<file path="src/rtl/dcache_refill_ctrl_if.sv">
// TileLink-UL A/D channel bundle between the data-cache sequencer (master) and the bus (slave).
interface dcache_refill_ctrl_if;
  logic        a_valid;
  logic        a_ready;
  logic [2:0]  a_opcode;
  logic [63:0] a_addr;
  logic [2:0]  a_size;
  logic [7:0]  a_mask;
  logic [63:0] a_data;
  logic        d_valid;
  logic        d_ready;
  logic [2:0]  d_opcode;
  logic        d_denied;
  logic [63:0] d_data;

  modport master (
    output a_valid, a_opcode, a_addr, a_size, a_mask, a_data, d_ready,
    input  a_ready, d_valid, d_opcode, d_denied, d_data
  );

  modport slave (
    input  a_valid, a_opcode, a_addr, a_size, a_mask, a_data, d_ready,
    output a_ready, d_valid, d_opcode, d_denied, d_data
  );
endinterface

</file>
<file path="src/rtl/dcache_refill_ctrl.sv">
// Load-miss refill / write-through store / fence sequencer for the direct-mapped data cache.
// Define DCACHE_TIMEOUT_EN to build a watchdog that aborts bus accesses after TIMEOUT_CYCLES.
module dcache_refill_ctrl #(
  parameter int unsigned TIMEOUT_CYCLES = 1024
) (
  input  logic        clk,
  input  logic        rst_n,
  input  logic        req_valid,
  input  logic        req_load,
  input  logic [63:0] req_addr,
  input  logic [2:0]  req_size,
  input  logic [7:0]  req_mask,
  input  logic [63:0] req_wdata,
  output logic        stall,
  output logic        resp_valid,
  output logic        bus_err,
  input  logic        fence,
  input  logic        cache_hit,
  output logic [63:0] cache_addr,
  output logic        cache_invalid,
  output logic        cache_update,
  output logic [2:0]  cache_opcode,
  output logic [63:0] cache_update_data,
  dcache_refill_ctrl_if.master tl
);

  localparam logic [2:0] TL_GET      = 3'd4;
  localparam logic [2:0] TL_PUT_FULL = 3'd0;
  localparam logic [2:0] TL_ACK      = 3'd0;
  localparam logic [2:0] TL_ACK_DATA = 3'd1;

  typedef enum logic [1:0] {
    IDLE   = 2'd0,
    A_REQ  = 2'd1,
    D_WAIT = 2'd2,
    DONE   = 2'd3
  } state_t;

  state_t      state_reg;
  logic        load_reg;
  logic        err_reg;
  logic        fence_pend_reg;
  logic [63:0] addr_reg;
  logic [63:0] data_reg;
  logic [1:0]  size_reg;
  logic [7:0]  mask_reg;
  logic [2:0]  opcode_reg;

  logic        in_idle;
  logic        fence_now;
  logic        timeout_hit;
  logic [7:0]  size_mask;
  logic [7:0]  get_mask;

  // Bit 2 of req_size is the load zero-extend flag, consumed by the cache, not the bus.
  logic size_unused;
  assign size_unused = req_size[2];

  assign in_idle   = (state_reg == IDLE);
  assign fence_now = in_idle && (fence || fence_pend_reg);

  // Get needs a byte mask covering the naturally aligned access.
  always_comb begin
    case (req_size[1:0])
      2'd0:    size_mask = 8'h01;
      2'd1:    size_mask = 8'h03;
      2'd2:    size_mask = 8'h0F;
      default: size_mask = 8'hFF;
    endcase
    get_mask = size_mask << req_addr[2:0];
  end

`ifdef DCACHE_TIMEOUT_EN
  logic [15:0] timer_reg;
  assign timeout_hit = ((state_reg == A_REQ) || (state_reg == D_WAIT)) &&
                       ({16'd0, timer_reg} >= (TIMEOUT_CYCLES - 32'd1));
`else
  logic [31:0] timeout_cycles_unused;
  assign timeout_cycles_unused = TIMEOUT_CYCLES;
  assign timeout_hit = 1'b0;
`endif

  always_ff @(posedge clk or negedge rst_n) begin
    if (!rst_n) begin
      state_reg      <= IDLE;
      load_reg       <= 1'b0;
      err_reg        <= 1'b0;
      fence_pend_reg <= 1'b0;
      addr_reg       <= '0;
      data_reg       <= '0;
      size_reg       <= '0;
      mask_reg       <= '0;
      opcode_reg     <= '0;
`ifdef DCACHE_TIMEOUT_EN
      timer_reg      <= '0;
`endif
    end else begin
      if (!in_idle && fence) begin
        fence_pend_reg <= 1'b1;
      end
`ifdef DCACHE_TIMEOUT_EN
      if ((state_reg == A_REQ) || (state_reg == D_WAIT)) begin
        timer_reg <= timer_reg + 16'd1;
      end
`endif
      case (state_reg)
        IDLE: begin
          if (fence_now) begin
            fence_pend_reg <= 1'b0;
          end else if (req_valid && !(req_load && cache_hit)) begin
            state_reg  <= A_REQ;
            load_reg   <= req_load;
            err_reg    <= 1'b0;
            addr_reg   <= req_addr;
            size_reg   <= req_size[1:0];
            opcode_reg <= req_load ? TL_GET : TL_PUT_FULL;
            mask_reg   <= req_load ? get_mask : req_mask;
            data_reg   <= req_load ? 64'd0 : req_wdata;
`ifdef DCACHE_TIMEOUT_EN
            timer_reg  <= '0;
`endif
          end
        end
        A_REQ: begin
          if (timeout_hit) begin
            err_reg   <= 1'b1;
            state_reg <= DONE;
          end else if (tl.a_ready) begin
            state_reg <= D_WAIT;
          end
        end
        D_WAIT: begin
          // A response arriving on the deadline cycle still wins over the watchdog.
          if (tl.d_valid) begin
            err_reg   <= tl.d_denied | (load_reg & (tl.d_opcode != TL_ACK_DATA));
            state_reg <= DONE;
          end else if (timeout_hit) begin
            err_reg   <= 1'b1;
            state_reg <= DONE;
          end
        end
        DONE: begin
          state_reg <= IDLE;
        end
        default: begin
          state_reg <= IDLE;
        end
      endcase
    end
  end

  always_comb begin
    stall             = 1'b0;
    resp_valid        = 1'b0;
    bus_err           = 1'b0;
    cache_invalid     = 1'b0;
    cache_update      = 1'b0;
    cache_opcode      = TL_ACK;
    cache_update_data = '0;
    cache_addr        = '0;
    if (rst_n) begin
      cache_addr = addr_reg;
      case (state_reg)
        IDLE: begin
          cache_addr = req_addr;
          if (fence_now) begin
            cache_invalid = 1'b1;
            stall         = req_valid;
          end else if (req_valid) begin
            if (req_load && cache_hit) begin
              resp_valid = 1'b1;
            end else if (req_load) begin
              stall = 1'b1;
            end else begin
              stall        = 1'b1;
              cache_update = 1'b1;
            end
          end
        end
        A_REQ: begin
          stall        = 1'b1;
          cache_update = timeout_hit && load_reg;
        end
        D_WAIT: begin
          stall = 1'b1;
          if (tl.d_valid) begin
            if (load_reg) begin
              cache_update      = 1'b1;
              cache_opcode      = tl.d_denied ? TL_ACK : tl.d_opcode;
              cache_update_data = tl.d_data;
            end
          end else begin
            cache_update = timeout_hit && load_reg;
          end
        end
        default: begin
          resp_valid = 1'b1;
          bus_err    = err_reg;
        end
      endcase
    end
  end

  assign tl.a_valid  = rst_n && (state_reg == A_REQ);
  assign tl.d_ready  = rst_n && ((state_reg == IDLE) || (state_reg == D_WAIT));
  assign tl.a_opcode = opcode_reg;
  assign tl.a_addr   = addr_reg;
  assign tl.a_size   = {1'b0, size_reg};
  assign tl.a_mask   = mask_reg;
  assign tl.a_data   = data_reg;

endmodule

</file>
<file path="src/flat_wrapper.sv">
// flat-port wrapper written by rule: the top's interface ports become plain ports
module dcache_refill_ctrl_flat 
#(
  parameter int unsigned TIMEOUT_CYCLES = 1024
)
  (clk, rst_n, req_valid, req_load, req_addr, req_size, req_mask, req_wdata, stall, resp_valid, bus_err, fence, cache_hit, cache_addr, cache_invalid, cache_update, cache_opcode, cache_update_data, tl_a_valid, tl_a_opcode, tl_a_addr, tl_a_size, tl_a_mask, tl_a_data, tl_d_ready, tl_a_ready, tl_d_valid, tl_d_opcode, tl_d_denied, tl_d_data);
  dcache_refill_ctrl_if tl_i ();
  input  logic clk;
  input  logic rst_n;
  input  logic req_valid;
  input  logic req_load;
  input  logic [63:0] req_addr;
  input  logic [2:0] req_size;
  input  logic [7:0] req_mask;
  input  logic [63:0] req_wdata;
  output logic stall;
  output logic resp_valid;
  output logic bus_err;
  input  logic fence;
  input  logic cache_hit;
  output logic [63:0] cache_addr;
  output logic cache_invalid;
  output logic cache_update;
  output logic [2:0] cache_opcode;
  output logic [63:0] cache_update_data;
  output wire logic [$bits(tl_i.a_valid)-1:0] tl_a_valid;
  output wire logic [$bits(tl_i.a_opcode)-1:0] tl_a_opcode;
  output wire logic [$bits(tl_i.a_addr)-1:0] tl_a_addr;
  output wire logic [$bits(tl_i.a_size)-1:0] tl_a_size;
  output wire logic [$bits(tl_i.a_mask)-1:0] tl_a_mask;
  output wire logic [$bits(tl_i.a_data)-1:0] tl_a_data;
  output wire logic [$bits(tl_i.d_ready)-1:0] tl_d_ready;
  input wire logic [$bits(tl_i.a_ready)-1:0] tl_a_ready;
  input wire logic [$bits(tl_i.d_valid)-1:0] tl_d_valid;
  input wire logic [$bits(tl_i.d_opcode)-1:0] tl_d_opcode;
  input wire logic [$bits(tl_i.d_denied)-1:0] tl_d_denied;
  input wire logic [$bits(tl_i.d_data)-1:0] tl_d_data;
  assign tl_a_valid = tl_i.a_valid;
  assign tl_a_opcode = tl_i.a_opcode;
  assign tl_a_addr = tl_i.a_addr;
  assign tl_a_size = tl_i.a_size;
  assign tl_a_mask = tl_i.a_mask;
  assign tl_a_data = tl_i.a_data;
  assign tl_d_ready = tl_i.d_ready;
  assign tl_i.a_ready = tl_a_ready;
  assign tl_i.d_valid = tl_d_valid;
  assign tl_i.d_opcode = tl_d_opcode;
  assign tl_i.d_denied = tl_d_denied;
  assign tl_i.d_data = tl_d_data;
  dcache_refill_ctrl #(.TIMEOUT_CYCLES(TIMEOUT_CYCLES)) u_core (.clk(clk), .rst_n(rst_n), .req_valid(req_valid), .req_load(req_load), .req_addr(req_addr), .req_size(req_size), .req_mask(req_mask), .req_wdata(req_wdata), .stall(stall), .resp_valid(resp_valid), .bus_err(bus_err), .fence(fence), .cache_hit(cache_hit), .cache_addr(cache_addr), .cache_invalid(cache_invalid), .cache_update(cache_update), .cache_opcode(cache_opcode), .cache_update_data(cache_update_data), .tl(tl_i));
endmodule
</file>
<file path="config.mk">
export PLATFORM = sky130hd
export DESIGN_NAME = dcache_refill_ctrl_flat
export DESIGN_NICKNAME = d
export VERILOG_FILES = /design/src/rtl/dcache_refill_ctrl_if.sv /design/src/rtl/dcache_refill_ctrl.sv /design/src/flat_wrapper.sv
export SDC_FILE = /design/constraint.sdc
export NUM_CORES = 1
export LEC_CHECK = 0
export BUFFER_PORTS_ARGS = -buffer_cell sky130_fd_sc_hd__buf_2
export CORE_AREA = 2 2 193 195
export CTS_CLUSTER_SIZE = 20
export DETAILED_ROUTE_END_ITERATION = 16
export DIE_AREA = 0 0 195 197
export GPL_TIMING_DRIVEN = 0
export PLACE_DENSITY = 0.52
export SYNTH_ARGS = -nofsm -noshare
export SYNTH_HDL_FRONTEND = slang
export SYNTH_SLANG_ARGS = --single-unit
</file>
<file path="constraint.sdc">
create_clock -name clk -period 2 [get_ports clk]
set_input_delay 0.4 -clock clk [delete_from_list [all_inputs] [get_ports clk]]
set_output_delay 0.4 -clock clk [all_outputs]
set_load 0.005 [all_outputs]
</file>
# Word-level counts from Yosys, hierarchy flattened

Cells that the tools add are included.

Equal/unequal tests: 10
Shift-type cells: 1
Multiplexer cells: 50
Bitwise logic cells: 3
Reductions and logical operators: 18

Operator list:

| operator                                                         | count |
|---|---|
| 64-bit 2-to-1 mux                                                | 7 |
| 1-bit 2-to-1 mux                                                 | 26 |
| 8-bit case mux with 3 select lines                               | 1 |
| 3-bit 2-to-1 mux                                                 | 6 |
| 2-bit 2-to-1 mux                                                 | 4 |
| 8-bit 2-to-1 mux                                                 | 1 |
| 2-bit != test (second input constant)                            | 4 |
| 1-bit case mux with 2 select lines                               | 4 |
| 2-bit case mux with 4 select lines                               | 1 |
| 4-bit AND reduction                                              | 2 |
| 8-bit by 3-bit left shift with 8-bit output                      | 1 |
| 2-bit == test (second input constant)                            | 3 |
| 1-bit logical AND                                                | 6 |
| 2-bit by 1-bit == test with 1-bit output (second input constant) | 2 |
| 2-bit logical NOT                                                | 2 |
| 3-bit by 1-bit != test with 1-bit output (second input constant) | 1 |
| 3-bit AND reduction                                              | 1 |
| 3-bit OR reduction                                               | 1 |
| 1-bit logical NOT                                                | 2 |
| 1-bit logical OR                                                 | 2 |
| 2-bit nonzero test                                               | 1 |
| 2-bit OR reduction                                               | 1 |
| 1-bit AND                                                        | 1 |
| 1-bit inverter                                                   | 1 |
| 1-bit bitwise OR                                                 | 1 |

Register bits after elaboration: 146
Bits of input ports: 215

# Depth between registers and ports, before layout

Gate-level depths: netlist of the first run.

Depth after elaboration: 6
Gate-level depth with buffers: 7
Mapped depth without buffers: 5

# Worst setup path before layout of the first run

Ideal clock, no wire load.

Kind: register to output
Start: reg u_core.state_reg[0]
End: out stall
Arrival: 1.592 ns
Data required time: 1.600 ns
Path slack: 0.008 ns
Stages on the path, launching flop included: 8
Path buffers: 2
Cell sequence: dfrtp_1 -> inv_1 -> ha_1 -> nor3b_2 -> nand2_1 -> buf_2 -> buf_2 -> a21oi_1

Cells in the longest elaborated chain, start to end: 5

RTL lines:

| element                              | RTL line                                            | text |
|---|---|---|
| from (decl)                          | dcache_refill_ctrl.sv:39                            | `state_t state_reg;` |
| from (signal assigned)               | dcache_refill_ctrl.sv:85                            | `state_reg <= IDLE;` |
| from (signal assigned)               | dcache_refill_ctrl.sv:111                           | `state_reg <= A_REQ;` |
| from (signal assigned)               | dcache_refill_ctrl.sv:127                           | `state_reg <= DONE;` |
| 2-bit logical NOT                    | dcache_refill_ctrl.sv:59, dcache_refill_ctrl.sv:163 |  |
| 1-bit logical AND                    | dcache_refill_ctrl.sv:60                            | `assign fence_now = in_idle && (fence \|\| fence_pend_reg);` |
| 1-bit 2-to-1 mux                     | dcache_refill_ctrl.sv:166                           | `if (fence_now) begin` |
| 1-bit case mux with 2 select lines * | dcache_refill_ctrl.sv:163                           | `case (state_reg)` |
| 1-bit 2-to-1 mux *                   | dcache_refill_ctrl.sv:161                           | `if (rst_n) begin` |
| to (decl)                            | flat_wrapper.sv:16                                  | `output logic stall;` |

Mark *: on every way between the ends. The rest lies on a longest branch, timed or not.

# Worst setup path in the final report of the first run

Start: reg u_core.state_reg[1]
End: out cache_update_data[57]

Cells in the longest elaborated chain, start to end: 3

RTL lines:

| element           | RTL line                  | text |
|---|---|---|
| 2-bit == test     | dcache_refill_ctrl.sv:163 |  |
| 64-bit 2-to-1 mux | dcache_refill_ctrl.sv:163 |  |
| 64-bit 2-to-1 mux | dcache_refill_ctrl.sv:161 |  |
| to (decl)         | flat_wrapper.sv:25        | `output logic [63:0] cache_update_data;` |

No other way between the ends.

==> results.rst, run 1 <==
.. list-table::
   :header-rows: 1

   * - Metric
     - Value
   * - Setup slack after placement
     - -1380 ps
   * - Period minus WS final
     - 2340 ps
   * - Routed via count
     - 7035
   * - Final HPWL from detailed placement
     - 24800 um
   * - Violation count after the first detailed-routing iteration
     - 257
   * - Delay of the slowest critical-path stage
     - 390 ps
   * - Worst-case headroom to the max-slew limit
     - 0.634
   * - Critical-path cell with the highest stage delay
     - sky130_fd_sc_hd__dfrtp_1
   * - Total power draw
     - 0.0163 W
   * - Number of global-route vias before repair
     - 7137
   * - Layout net count
     - 1375
   * - Number of buffers and inverters on the critical path
     - 4
   * - Number of warnings issued by yosys
     - 0
   * - Setup ws final
     - -336 ps
   * - WP data arrival
     - 1940 ps
   * - Maximum resistive drop on vdd
     - 0.500 mV
   * - Inserted Clock Buffers
     - 17
   * - Depth of the CTS H-tree
     - 4
   * - Clock sinks
     - 143
   * - WS Path Type
     - flip-flop to primary output
   * - Placeable Area
     - 36300 sq um
   * - Global-route wire length before repair
     - 45900 um
   * - 1st-pass router iterations
     - 4
   * - Fraction of layout instances using a drive strength above 1
     - 0.599
   * - Post-Layout Cell Count
     - 1643
   * - MaxCap Viol Count
     - 0
   * - Biggest area consumer among synthesized cells
     - sky130_fd_sc_hd__dfrtp_1
   * - Hold Worst Slack
     - 31.8 ps
   * - Number of I/O pins
     - 495
   * - Area of all placed cells without fillers
     - 12300 sq um
   * - Total of buffers placed on input and output ports
     - 487
   * - Synth async-reset ratio
     - 1.00
   * - Maximum buffer depth of the clock tree
     - 2
   * - DR WL/cell
     - 19.7 um
   * - Antenna violation net count after detailed routing
     - 0
   * - Total gr overflow
     - 0
   * - Share of Yosys cell area claimed by the top area cell type
     - 0.474
   * - Measured slew at the worst slew-check pin
     - 542 ps
   * - Final number of setup-violating endpoints
     - 206
   * - Cell area power density
     - 1320 nW/um^2
   * - Critical-path maximum fanout
     - 6
   * - Starting utilization of the core area
     - 0.208
   * - Status
     - complete, but fails checks
   * - Number of enable flip-flop cells after synthesis
     - 0
   * - Placement row count
     - 70
   * - Routed via count divided by cell count
     - 4.28
   * - Leakage power of the design
     - 6.49 nW
   * - Most instantiated flip-flop cell in the synthesis netlist
     - sky130_fd_sc_hd__dfrtp_1
   * - Overall routing resource usage
     - 0.162
   * - Failing checks
     - setup timing
   * - Clock root buffer
     - sky130_fd_sc_hd__clkbuf_16
   * - Max Clock Freq
     - 0.428 GHz
   * - Cell family with most CP delay
     - buffers and inverters
   * - Worst min-delay path category
     - input pin to asynchronous set/reset pin
   * - Width of the die
     - 195 um
   * - Number of antenna violations at the first check in global routing
     - 11
   * - Post-route DRC
     - 0
   * - DP Area
     - 10600 sq um
   * - Maximum number of pins on one net before global-route repair
     - 90
   * - Synth-to-Final Area Change
     - 63.3%
   * - Number of distinct library cells after synthesis
     - 48
   * - Endpoint type of the worst setup path
     - primary output
   * - Setup repair after global routing missed its margin
     - true
   * - Final clock skew
     - 11.1 ps
   * - Cell area after technology mapping
     - 7550 sq um
   * - Cell count after placement
     - 1568
   * - Cell Chain, Critical Path
     - buf_6 > ha_4 > and4_4 > clkbuf_16 > clkbuf_16 > and2_4 > buf_6
   * - Final Hold Violating Endpoints
     - 0
   * - Mean area per synthesized cell
     - 12.4 sq um
   * - Most area-consuming cells after synthesis
     - sky130_fd_sc_hd__dfrtp_1 47%, sky130_fd_sc_hd__mux2_4 12%, sky130_fd_sc_hd__mux2i_1 8.5%
   * - Req. time, crit path
     - 1600 ps
   * - TritonCTS clock tree
     - built
   * - Number of flip-flops and latches in the synthesized netlist
     - 143
   * - Worst skew pair latency
     - 440 ps
   * - Height of the die
     - 197 um
   * - Share of the clock period used by the worst path after layout
     - 1.17
   * - CTS clk-pin slew, worst paths
     - 70 ps
   * - Sequential share of the synthesized area
     - 0.474
   * - Placer Congestion
     - 0.863
   * - Total Wirelength
     - 32400 um
   * - CP Launch Type
     - flip-flop
   * - Slew Viols, Final
     - 0
   * - Synthesized netlist cell count
     - 610
   * - Die ar.
     - 38400 sq um
   * - Fillcell total
     - 3766
## metrics by stage
stage,TNS (ps),util
after detailed placement,-141130,0.293
after CTS,-58840,0.330
after global routing,-67350,0.340
after floorplan,0,-
after global placement,-703620,0.292
final,-48080,0.340
## per-layer routing
metal	GRT usage	share of wire	vias up	wire length [um]
li1	-	-	3250	-
met1	0.172	0.36	3443	11800
met2	0.302	0.54	296	17400
met3	0.0503	0.068	38	2190
met4	0.0585	0.029	8	945
met5	0	0.0015	-	48
## cell usage after synthesis (2+ instances only)
| library cell | number |
|---|---|
| sky130_fd_sc_hd__buf_12 | 6 |
| sky130_fd_sc_hd__o22ai_1 | 2 |
| sky130_fd_sc_hd__o32a_1 | 2 |
| sky130_fd_sc_hd__a31oi_1 | 3 |
| sky130_fd_sc_hd__o211ai_1 | 3 |
| sky130_fd_sc_hd__o21a_1 | 5 |
| sky130_fd_sc_hd__nor2_1 | 6 |
| sky130_fd_sc_hd__a21o_1 | 2 |
| sky130_fd_sc_hd__a22o_1 | 65 |
| sky130_fd_sc_hd__nand2b_1 | 2 |
| sky130_fd_sc_hd__ha_1 | 4 |
| sky130_fd_sc_hd__dfrtp_1 | 143 |
| sky130_fd_sc_hd__o21ai_0 | 2 |
| sky130_fd_sc_hd__and3_1 | 3 |
| sky130_fd_sc_hd__nand4_1 | 2 |
| sky130_fd_sc_hd__inv_1 | 5 |
| sky130_fd_sc_hd__buf_2 | 15 |
| sky130_fd_sc_hd__mux2_1 | 10 |
| sky130_fd_sc_hd__mux2i_1 | 64 |
| sky130_fd_sc_hd__and2_1 | 69 |
| sky130_fd_sc_hd__nand2_1 | 6 |
| sky130_fd_sc_hd__a21oi_1 | 6 |
| sky130_fd_sc_hd__buf_4 | 4 |
| sky130_fd_sc_hd__o21ai_1 | 2 |
| sky130_fd_sc_hd__nor2b_1 | 69 |
| sky130_fd_sc_hd__nor3b_2 | 2 |
| sky130_fd_sc_hd__nor3_1 | 3 |
| sky130_fd_sc_hd__mux2_4 | 60 |
| sky130_fd_sc_hd__clkbuf_1 | 26 |
## area by class of cell
class | count | area (sq um) | share of cell area
Buffer | 50 | 561 | 0.0455
Sequential cell | 143 | 3580 | 0.290
Antenna cell | 6 | 15.0 | 0.00122
Clock buffer | 18 | 439 | 0.0356
Clock inverter | 14 | 148 | 0.0120
Multi-Input combinational cell | 411 | 3780 | 0.307
Timing Repair Buffer | 528 | 3190 | 0.259
Tap cell | 468 | 586 | 0.0475
Inverter | 5 | 18.8 | 0.00152
## worst paths after layout
check                                         start                     to  slack [ps]  depth (start not counted)
max in group asynchronous                     rst_n   u_core.tl.a_addr[36]        1070                          3
worst min-delay path                          rst_n   u_core.tl.a_data[54]          30                          2
worst min register to register   u_core.size_reg[1]     u_core.size_reg[1]         490                          1
worst max register to register  u_core.state_reg[0]   u_core.tl.a_addr[10]        -280                          9
min in group clk                      req_wdata[43]   u_core.tl.a_data[43]         180                          2
worst max-delay path            u_core.state_reg[1]  cache_update_data[57]        -340                          7
## cell usage in the layout (no fill, tap or decap), types with 8 or more instances in the layout
cell,n
sky130_fd_sc_hd__buf_4,23
sky130_fd_sc_hd__a22o_1,65
sky130_fd_sc_hd__mux2_4,62
sky130_fd_sc_hd__nor2b_1,68
sky130_fd_sc_hd__dfrtp_1,143
sky130_fd_sc_hd__buf_6,25
sky130_fd_sc_hd__clkbuf_16,21
sky130_fd_sc_hd__mux2_1,8
sky130_fd_sc_hd__clkbuf_1,15
sky130_fd_sc_hd__mux2i_1,60
sky130_fd_sc_hd__buf_2,469
sky130_fd_sc_hd__buf_12,22
sky130_fd_sc_hd__and2_1,48
sky130_fd_sc_hd__and2_4,21
## power breakdown
group / internal (W) / switching, W
clock: 0.00179 / 0.00144
sequential: 0.00430 / 0.000962
combinational: 0.00456 / 0.00320
## cell families (layout without fill, tap and decap cells)
logic type / Yosys count / count (layout) / synth area share
compound gates: 102 / 102 / 0.112
fa+ha+maj: 4 / 4 / 0.00663
buf+inv: 58 / 615 / 0.0477
flops: 143 / 143 / 0.474
mux: 134 / 134 / 0.219
other cells: 1 / 9 / 0.000497
simple gates: 168 / 168 / 0.140
## repair_timing
| item | CTS | global route |
|---|---|---|
| pin swaps | 10 | 12 |
| endpoints found under the hold margin | 54 | 54 |
| buffers inserted | 24 | 6 |
| setup endpoints to repair | 280 | 208 |
| gates resized for setup | 109 | 56 |
| gates cloned | 7 | 2 |
No activity file was read; power rests on OpenSTA's default activity.
==> run 2: changes to the inputs <==
--- a/config.mk
+++ b/config.mk
@@ -11,7 +11,7 @@
 export DETAILED_ROUTE_END_ITERATION = 16
 export DIE_AREA = 0 0 195 197
 export GPL_TIMING_DRIVEN = 0
-export PLACE_DENSITY = 0.52
+export PLACE_DENSITY_LB_ADDON = 0.05
 export SYNTH_ARGS = -nofsm -noshare
 export SYNTH_HDL_FRONTEND = slang
 export SYNTH_SLANG_ARGS = --single-unit
==> run 2 against run 1 <==
  * Count of clock-buffer cells in the layout grew 1
  * Critical endpoint is now cache_opcode[0]
  * The flow still finishes with violations (setup timing)
  * Maximum frequency increased by 0.25%
  * Sequential share of layout area is 0.88 points lower
  * Hold slack lost 3.5 ps
  * Core utilization rose by 1.1 points
  * Die area stayed put
  * Power grew 4.6%
  * Cell count up 0.79%
  * Highest routed layer is now met4
  * Flip-flop and latch count stayed put
  * Sequential power hardly changed
  * Clock power hardly changed
  * Largest cell class is now non-clock buffers
  * First-iteration DRC count shrank 9.3%
==> results.rst, run 2 (synthesis results as in run 1) <==
.. list-table::
   :header-rows: 1

   * - Metric
     - Value
   * - Status
     - complete, but fails checks
   * - Failing checks
     - setup timing
   * - Clock root buffer
     - sky130_fd_sc_hd__clkbuf_16
   * - WP data arrival
     - 1930 ps
   * - Total Wirelength
     - 35000 um
   * - Width of the die
     - 195 um
   * - Placement row count
     - 70
   * - Period minus WS final
     - 2330 ps
   * - Total gr overflow
     - 0
   * - Worst min-delay path category
     - input pin to asynchronous set/reset pin
   * - Final Hold Violating Endpoints
     - 0
   * - Register-to-register setup slack
     - -270 ps
   * - Max Clock Freq
     - 0.429 GHz
   * - Top library cells by usage in the layout, fill and taps aside
     - 465 x sky130_fd_sc_hd__buf_2, 142 x sky130_fd_sc_hd__dfrtp_1, 67 x sky130_fd_sc_hd__nor2b_1
   * - Req. time, crit path
     - 1600 ps
   * - Synth-to-Final Area Change
     - 68.4%
   * - Maximum number of pins on one net before global-route repair
     - 44
   * - Routed via count divided by cell count
     - 4.28
   * - MaxCap Viol Count
     - 0
   * - Die ar.
     - 38400 sq um
   * - Number of global-route vias before repair
     - 7260
   * - Number of cell instances on the worst register-to-register path
     - 10
   * - Overall routing resource usage
     - 0.175
   * - CP Launch Type
     - flip-flop
   * - Startpoint of the most critical register-to-register path
     - u_core.state_reg[1]
   * - Layout net count
     - 1392
   * - Endpoint type of the worst setup path
     - primary output
   * - Leakage power of the design
     - 6.66 nW
   * - Final clock skew
     - 10.2 ps
   * - Share of the clock period used by the worst path after layout
     - 1.17
   * - Cell area power density
     - 1340 nW/um^2
   * - Clock sinks
     - 143
   * - Worst skew pair latency
     - 440 ps
   * - Placeable Area
     - 36300 sq um
   * - Starting utilization of the core area
     - 0.208
   * - Number of antenna violations at the first check in global routing
     - 2
   * - Most common library cell in the layout ignoring fill and taps
     - sky130_fd_sc_hd__buf_2
   * - Placer Congestion
     - 0.854
   * - Terminus of the critical flop-to-flop path
     - u_core.tl.a_addr[24]
   * - CTS clk-pin slew, worst paths
     - 70 ps
   * - WS Path Type
     - flip-flop to primary output
   * - 1st-pass router iterations
     - 6
   * - Worst-case headroom to the max-slew limit
     - 0.532
   * - Depth of the CTS H-tree
     - 4
   * - Cell count after placement
     - 1568
   * - Maximum resistive drop on vdd
     - 0.534 mV
   * - Routed via count
     - 7083
   * - Slew Viols, Final
     - 0
   * - Fraction of layout instances using a drive strength above 1
     - 0.608
   * - Violation count after the first detailed-routing iteration
     - 233
   * - End point of the critical path
     - cache_opcode[0]
   * - Inserted Clock Buffers
     - 17
   * - Number of I/O pins
     - 495
   * - Crit path launch
     - u_core.state_reg[0]
   * - Setup TNS after final layout
     - -49920 ps
   * - Setup repair after global routing missed its margin
     - true
   * - TritonCTS clock tree
     - built
   * - Global-route wire length before repair
     - 49000 um
   * - Maximum buffer depth of the clock tree
     - 2
   * - Antenna violation net count after detailed routing
     - 0
   * - Height of the die
     - 197 um
   * - Critical-path maximum fanout
     - 5
   * - DR WL/cell
     - 21.2 um
   * - Final HPWL from detailed placement
     - 25800 um
   * - Post-route DRC
     - 0
   * - Total of buffers placed on input and output ports
     - 487
   * - Post-Layout Cell Count
     - 1656
   * - Setup ws final
     - -331 ps
   * - Measured slew at the worst slew-check pin
     - 699 ps
   * - Final number of setup-violating endpoints
     - 196
   * - Fillcell total
     - 3771
-- run 2: how the worst min path moves through the flow --
| stage | to | cells past startpoint |
|---|---|---|
| after CTS | u_core.tl.a_mask[2] | 2 |
| after global routing | u_core.tl.a_mask[2] | 2 |
| after global placement | u_core.size_reg[1] | 1 |
| final | u_core.tl.a_addr[40] | 3 |
| after floorplan | u_core.err_reg | 0 |
| after detailed placement | u_core.tl.a_addr[23] | 1 |
-- run 2: cell type report --
cell class                 instances  area [sq um]  share of cell area
antenna                            2          5.00            0.000394
clock inverter                    13           139              0.0109
buffer                            49           552              0.0434
clock buffer                      19           443              0.0348
inverter                           5          18.8             0.00148
sequential                       143          3580               0.282
tap                              468           586              0.0461
multi-input combinational        411          3790               0.298
timing repair buffer             546          3590               0.283
-- run 2: worst max-delay path, stage by stage, from the launching register on --
cell and delay, ps:
sky130_fd_sc_hd__dfrtp_1 400, sky130_fd_sc_hd__inv_2 100, sky130_fd_sc_hd__ha_4 150, sky130_fd_sc_hd__and4_4 250, sky130_fd_sc_hd__clkbuf_16 170, sky130_fd_sc_hd__nor2b_4 150, sky130_fd_sc_hd__and2_4 150, sky130_fd_sc_hd__buf_6 110
-- run 2: what timing repair did --
action | CTS | global route
cloned | 12 | 7
endpoints found under the hold margin | 66 | 0
setup endpoints to repair | 277 | 210
buffers inserted | 25 | 10
pin swaps | 31 | 2
gates resized for setup | 145 | 33
hold buffers | 4 | 0
-- run 2: report_power, final --
group,internal [W],leakage [nW],switching (W)
clock network,0.00187,0.272,0.00139
logic,0.00503,4.59,0.00343
registers,0.00430,1.80,0.000984
total,0.0112,6.66,0.00581
-- run 2: per-stage QoR --
stage                     hold slack [ps]  instance area (sq um)  setup WS (ps)   util  power (W)
after floorplan                       104                   7560           7.59      -    0.00885
after global placement                472                  10600          -3730  0.292     0.0123
after detailed placement              416                  10600          -1590  0.293     0.0122
after CTS                            11.3                  12300           -359  0.340     0.0164
after global routing                 20.0                  12700           -437  0.351     0.0181
final                                28.2                  12700           -331  0.351     0.0170
-- run 2: metal layers --
| layer | track usage | up-vias | wire, um | share of wire |
|---|---|---|---|---|
| met5 | 0 | - | 0 | 0 |
| met4 | 0.0515 | 0 | 575 | 0.016 |
| met3 | 0.0455 | 29 | 2000 | 0.057 |
| met2 | 0.332 | 283 | 19300 | 0.55 |
| met1 | 0.190 | 3474 | 13200 | 0.38 |
| li1 | - | 3297 | - | - |
